$ cat config.mk
export PLATFORM = sky130hd
export DESIGN_NAME = uart_rx_ctrl
export DESIGN_NICKNAME = d
export VERILOG_FILES = /design/src/rtl/uart_rx_ctrl.sv
export SDC_FILE = /design/constraint.sdc
export NUM_CORES = 1
export LEC_CHECK = 0
export ABC_AREA = 1
export CAP_MARGIN = 5
export CORE_ASPECT_RATIO = 0.8
export CORE_MARGIN = 8
export CORE_UTILIZATION = 38
export CTS_BUF_LIST = sky130_fd_sc_hd__clkbuf_8
export DETAILED_ROUTE_END_ITERATION = 6
export PLACE_DENSITY = 0.57
export REMOVE_ABC_BUFFERS = 1
export SYNTH_ARGS = -nofsm -noshare
export SYNTH_HDL_FRONTEND = slang
export SYNTH_SLANG_ARGS = --single-unit
$ cat constraint.sdc
create_clock -name i_clk -period 3.55 [get_ports i_clk]
set_clock_uncertainty 0.1 [all_clocks]
set_input_delay 0.5325 -clock i_clk [delete_from_list [all_inputs] [get_ports i_clk]]
set_output_delay 0.5325 -clock i_clk [all_outputs]
set_load 0.05 [all_outputs]
$ cat src/rtl/uart_rx_ctrl.sv
// Receive-path controller: captures completed frames from uart_rx, pushes,
// drops or discards them, keeps saturating error counters, and raises a
// character-timeout interrupt when data sits in the FIFO on an idle line.
module uart_rx_ctrl #(
  parameter int unsigned CNT_W = 16
) (
  input  logic             i_clk,
  input  logic             i_nrst,
  input  logic             i_enable,
  input  logic             i_drop_bad,
  input  logic [31:0]      i_bit_length,
  input  logic [7:0]       i_timeout_bits,
  input  logic             i_err_clr,
  input  logic             i_rx_done,
  input  logic [7:0]       i_rx_word,
  input  logic             i_rx_frame_error,
  input  logic             i_rx_parity_error,
  input  logic             i_rx_status,
  input  logic             i_fifo_full,
  input  logic             i_fifo_empty,
  input  logic             i_fifo_rd_en,
  output logic             o_fifo_wr_en,
  output logic [9:0]       o_fifo_wr_data,
  output logic             o_overrun,
  output logic             o_timeout_irq,
  output logic [CNT_W-1:0] o_frame_err_cnt,
  output logic [CNT_W-1:0] o_parity_err_cnt,
  output logic [CNT_W-1:0] o_overrun_cnt
);

  typedef enum logic [1:0] {StIdle, StPush, StDrop, StDiscard} state_e;

  state_e           state_q, state_d;
  logic [9:0]       wr_data_q, wr_data_d;
  logic             overrun_q, overrun_d;
  logic             irq_q, irq_d;
  logic [CNT_W-1:0] fe_cnt_q, fe_cnt_d;
  logic [CNT_W-1:0] pe_cnt_q, pe_cnt_d;
  logic [CNT_W-1:0] ovr_cnt_q, ovr_cnt_d;
  logic [31:0]      period_q, period_d;
  logic [7:0]       idle_bits_q, idle_bits_d;

  logic       capture;
  logic       lost;
  logic       drop_ovr;
  logic       wr_en;
  logic [1:0] ovr_inc;
  logic       armed;
  logic       tmo_clr;
  logic       irq_set;
  logic       irq_clr;

  // Add up to two events to a counter, sticking at all-ones.
  function automatic logic [CNT_W-1:0] sat_add(input logic [CNT_W-1:0] val,
                                               input logic [1:0]       inc);
    logic [CNT_W:0] sum;
    sum = {1'b0, val} + (CNT_W+1)'(inc);
    return sum[CNT_W] ? {CNT_W{1'b1}} : sum[CNT_W-1:0];
  endfunction

  // Frame handling: capture, overrun accounting and next FSM state.
  always_comb begin
    capture  = (state_q == StIdle) & i_enable & i_rx_done;
    // A frame arriving while the previous one is still being handled is lost.
    lost     = (state_q != StIdle) & i_enable & i_rx_done;
    drop_ovr = (state_q == StDrop) & i_enable;
    ovr_inc  = {1'b0, lost} + {1'b0, drop_ovr};
    wr_en    = (state_q == StPush) & i_enable;

    wr_data_d = capture ? {i_rx_parity_error, i_rx_frame_error, i_rx_word} : wr_data_q;

    state_d = StIdle;
    if (i_enable) begin
      unique case (state_q)
        StIdle: begin
          if (i_rx_done) begin
            if (i_fifo_full) begin
              state_d = StDrop;
            end else if (i_drop_bad & (i_rx_frame_error | i_rx_parity_error)) begin
              state_d = StDiscard;
            end else begin
              state_d = StPush;
            end
          end
        end
        StPush, StDrop, StDiscard: state_d = StIdle;
        default: state_d = StIdle;
      endcase
    end

    // Clear first, then apply same-cycle events so they survive the clear.
    fe_cnt_d  = sat_add(i_err_clr ? '0 : fe_cnt_q, {1'b0, capture & i_rx_frame_error});
    pe_cnt_d  = sat_add(i_err_clr ? '0 : pe_cnt_q, {1'b0, capture & i_rx_parity_error});
    ovr_cnt_d = sat_add(i_err_clr ? '0 : ovr_cnt_q, ovr_inc);
    overrun_d = (i_err_clr ? 1'b0 : overrun_q) | (ovr_inc != 2'd0);
  end

  // Character timeout: count idle bit periods while data waits in the FIFO.
  always_comb begin
    armed   = i_enable & ~i_fifo_empty & ~i_rx_status & (i_timeout_bits != 8'd0);
    tmo_clr = ~armed | wr_en | i_fifo_rd_en | i_rx_status;

    period_d    = period_q;
    idle_bits_d = idle_bits_q;
    if (tmo_clr) begin
      period_d    = '0;
      idle_bits_d = '0;
    end else if (period_q == i_bit_length) begin
      period_d    = '0;
      idle_bits_d = (idle_bits_q == 8'hff) ? idle_bits_q : idle_bits_q + 8'd1;
    end else begin
      period_d = period_q + 32'd1;
    end

    irq_set = armed & (idle_bits_q == i_timeout_bits);
    irq_clr = i_fifo_rd_en | i_fifo_empty | wr_en | ~i_enable;
    irq_d   = irq_clr ? 1'b0 : (irq_set | irq_q);
  end

  // State registers with asynchronous active-low reset.
  always_ff @(posedge i_clk or negedge i_nrst) begin
    if (!i_nrst) begin
      state_q     <= StIdle;
      wr_data_q   <= '0;
      overrun_q   <= 1'b0;
      irq_q       <= 1'b0;
      fe_cnt_q    <= '0;
      pe_cnt_q    <= '0;
      ovr_cnt_q   <= '0;
      period_q    <= '0;
      idle_bits_q <= '0;
    end else begin
      state_q     <= state_d;
      wr_data_q   <= wr_data_d;
      overrun_q   <= overrun_d;
      irq_q       <= irq_d;
      fe_cnt_q    <= fe_cnt_d;
      pe_cnt_q    <= pe_cnt_d;
      ovr_cnt_q   <= ovr_cnt_d;
      period_q    <= period_d;
      idle_bits_q <= idle_bits_d;
    end
  end

  // Write strobe is dropped the moment the controller is disabled.
  assign o_fifo_wr_en     = wr_en;
  assign o_fifo_wr_data   = wr_data_q;
  assign o_overrun        = overrun_q;
  assign o_timeout_irq    = irq_q;
  assign o_frame_err_cnt  = fe_cnt_q;
  assign o_parity_err_cnt = pe_cnt_q;
  assign o_overrun_cnt    = ovr_cnt_q;

endmodule

==> metrics.txt <==
Clock Path Buffers 2; GRT overflow 0; sequential area share after synthesis roughly two fifths; Leak Pwr between 3 and 4 nW; Area growth syn-to-layout 25.0%; required time worst endpoint roughly 3.8 ns; Tot Pwr 2.32 mW; Max Slew Vio Count 0; YS warnings 0; outcome finished, final reports clean; transition time of the tightest slew-check pin around 0.68 ns; number of flops mapped to enable cells by yosys 0; Worst-Skew Late Latency ~0.38 ns; xor/xnor share of the synthesized area about 8%; post-route cell area 8220 µm²; GPL Wtd Cong between 0.8 and 0.9; ys async rst share 100%; post-route ant nets 0; clock sinks slightly above 100; final setup vio count 0; drc violations 0; I/O Pins approximately 120; Nets roughly 1.1k; gate count after technology mapping around 910; Synth Area in Adders under 10%; period utilization about nine tenths; Initial Utilization about two fifths; total iterations of the first detailed-routing run 4; CP endpoint kind flip-flop; Max VDD drop between 0.1 and 0.15 mV; vias in the first global route about 5.6k; mux cell area share after synthesis under 10%; CP Launch Type input port; final wirelength about 17,000 µm; RSZ-0062 raised after global routing false; critical path fanouts, max 10; ant diodes 0; DR WL/cell approximately 14 µm; DR vias 5,869; Max Freq approximately 320 MHz; first-pass GRT wire length 29,100 µm; final hold vios 0; PwrDens between 200 and 300 nW/µm²; reported max-cap violation count 0; Via density roughly 4.7; largest net degree at the start of global routing between 50 and 60; Clock transition at path regs around 0.09 ns; post-synth cell types 42; final setup margin roughly 0.42 ns; post-synthesis simple-gate area fraction a little under two fifths; Arr. time, crit path around 3.3 ns; fin crit period 3.13 ns; Min Hold Slack 0.0897 ns; Synth Area in Compound Gates just over 3%; GRT Total Usage 16.5%; placed cell area ~8000 µm²; multi-input logic area ~3400 µm²; FP Rows 43; initial antenna violation count 0; Root Buffer clkbuf_8; CTS tree done; core area approximately 17,000 µm²; First DRT Iteration DRCs between 300 and 400; synthesis-stage register bit count a little over 100; Crit Path Category in -> reg; chip width 163 µm; hold_buf cts 0; DP HPWL 13,600 µm; PortBufs 120; Placement Setup Slack 0.0390 ns; worst min path class in -> async; die span in y between 100 and 150 µm; layout cell share with drive strength beyond 1 7.92%; postcts setup bufs 0; max_slew headroom between 50% and 60%; Resize count post-CTS 0; H-tree depth 3; Post-Synthesis Cell Area 6570 µm²; register area around 2600 µm²; main combinational cell family by area after synthesis simple AND/OR/NAND/NOR gates; setup tns final 0 ns; syn avg cell area 7.24 µm²; total CTS buffers 9; Die ar. 21,800 µm²; Fill cells about 1.7k; Primary FF master, synth dfrtp_1
-- cell usage after synthesis (all sizes together), types with 20 or more instances --
cell   number  area (µm²)
dfrtp     102        2550
inv       124         465
nand2     244         941
nand3      67         373
nand4      20         150
nor2      154         613
nor3       30         183
o21ai      20         100
xnor2      24         210
xor2       36         315
-- critical path, stage by stage --
cell and delay [ns]:
clkdlybuf4s50_1 0.50, inv_1 0.05, nor3_1 0.23, inv_1 0.07, ha_1 0.28, ha_1 0.16
inv_1 0.05, fa_1 0.42, nor3_4 0.22, nand2_2 0.12, nor2_4 0.12, nand3_2 0.10
nor2_2 0.14, nand3_2 0.08, buf_4 0.18, nand3b_1 0.08
-- layer usage --
layer	GRT usage [%]	up-vias	part of all wire, %
li1	-	3064	-
met4	3.51	0	0.72
met1	23.2	2677	50
met3	4.16	10	5.0
met2	25.1	118	44
met5	0	-	0
-- cell usage in the layout, fill, tap and decap left out, types with 20 or more instances in the layout --
master	synthesis	layout
xnor2_1	24	24
nor2_1	144	144
nand3_1	61	61
nand2_1	236	236
clkdlybuf4s50_1	0	119
xor2_1	36	36
o21ai_0	20	20
inv_1	122	125
nor3_1	26	26
dfrtp_1	102	102
-- layout make-up --
type | count | area share [%]
timing repair buffer | 135 | 16.1
tap | 225 | 3.43
sequential | 102 | 31.1
clock inverter | 7 | 0.716
inverter | 126 | 5.82
clock buffer | 9 | 1.51
multi-input combinational | 656 | 41.4
-- final timing paths --
check                           startpoint           endpoint  slack [ns]  cells past startpoint
worst max-delay path              i_enable   o_overrun_cnt[4]        0.42                     16
worst min-delay path                i_nrst         state_q[1]        0.09                      1
worst max register to register  state_q[0]   o_overrun_cnt[4]        0.72                     14
worst min register to register   o_overrun          o_overrun        0.40                      2
max in group asynchronous           i_nrst  o_fifo_wr_data[8]        2.53                      2
min in group i_clk               o_overrun          o_overrun        0.40                      2
-- kinds of logic (layout without fill, tap and decap cells) --
kind of cell / count (synthesis) / count (layout)
flip-flops: 102 / 102
buffers and inverters: 150 / 277
XOR/XNOR: 60 / 60
multiplexers: 8 / 8
adder cells (fa/ha/maj): 11 / 11
AND/OR/NAND/NOR: 540 / 540
AO/OA/AOI/OAI: 37 / 37
-- where the power goes --
part,switching (mW),internal (mW)
Sequential,0.0155,1.19
Clock,0.415,0.317
Combinational,0.224,0.158
Total,0.655,1.66
-- flip-flops by register name, summed over array words and instances, names as in the netlist --
name,cells
period_q,32
o_frame_err_cnt,16
o_overrun_cnt,16
o_parity_err_cnt,16
o_fifo_wr_data,10
idle_bits_q,8
state_q,2
o_overrun,1
o_timeout_irq,1
-- metrics by stage --
stage	utilization (%)	instances
2_1_floorplan	-	884
3_3_place_gp	46.8	1244
3_5_place_dp	46.8	1244
4_1_cts	47.9	1260
5_1_grt	47.9	1260
6_report	47.9	1260
No activity file was read; power rests on OpenSTA's default activity.
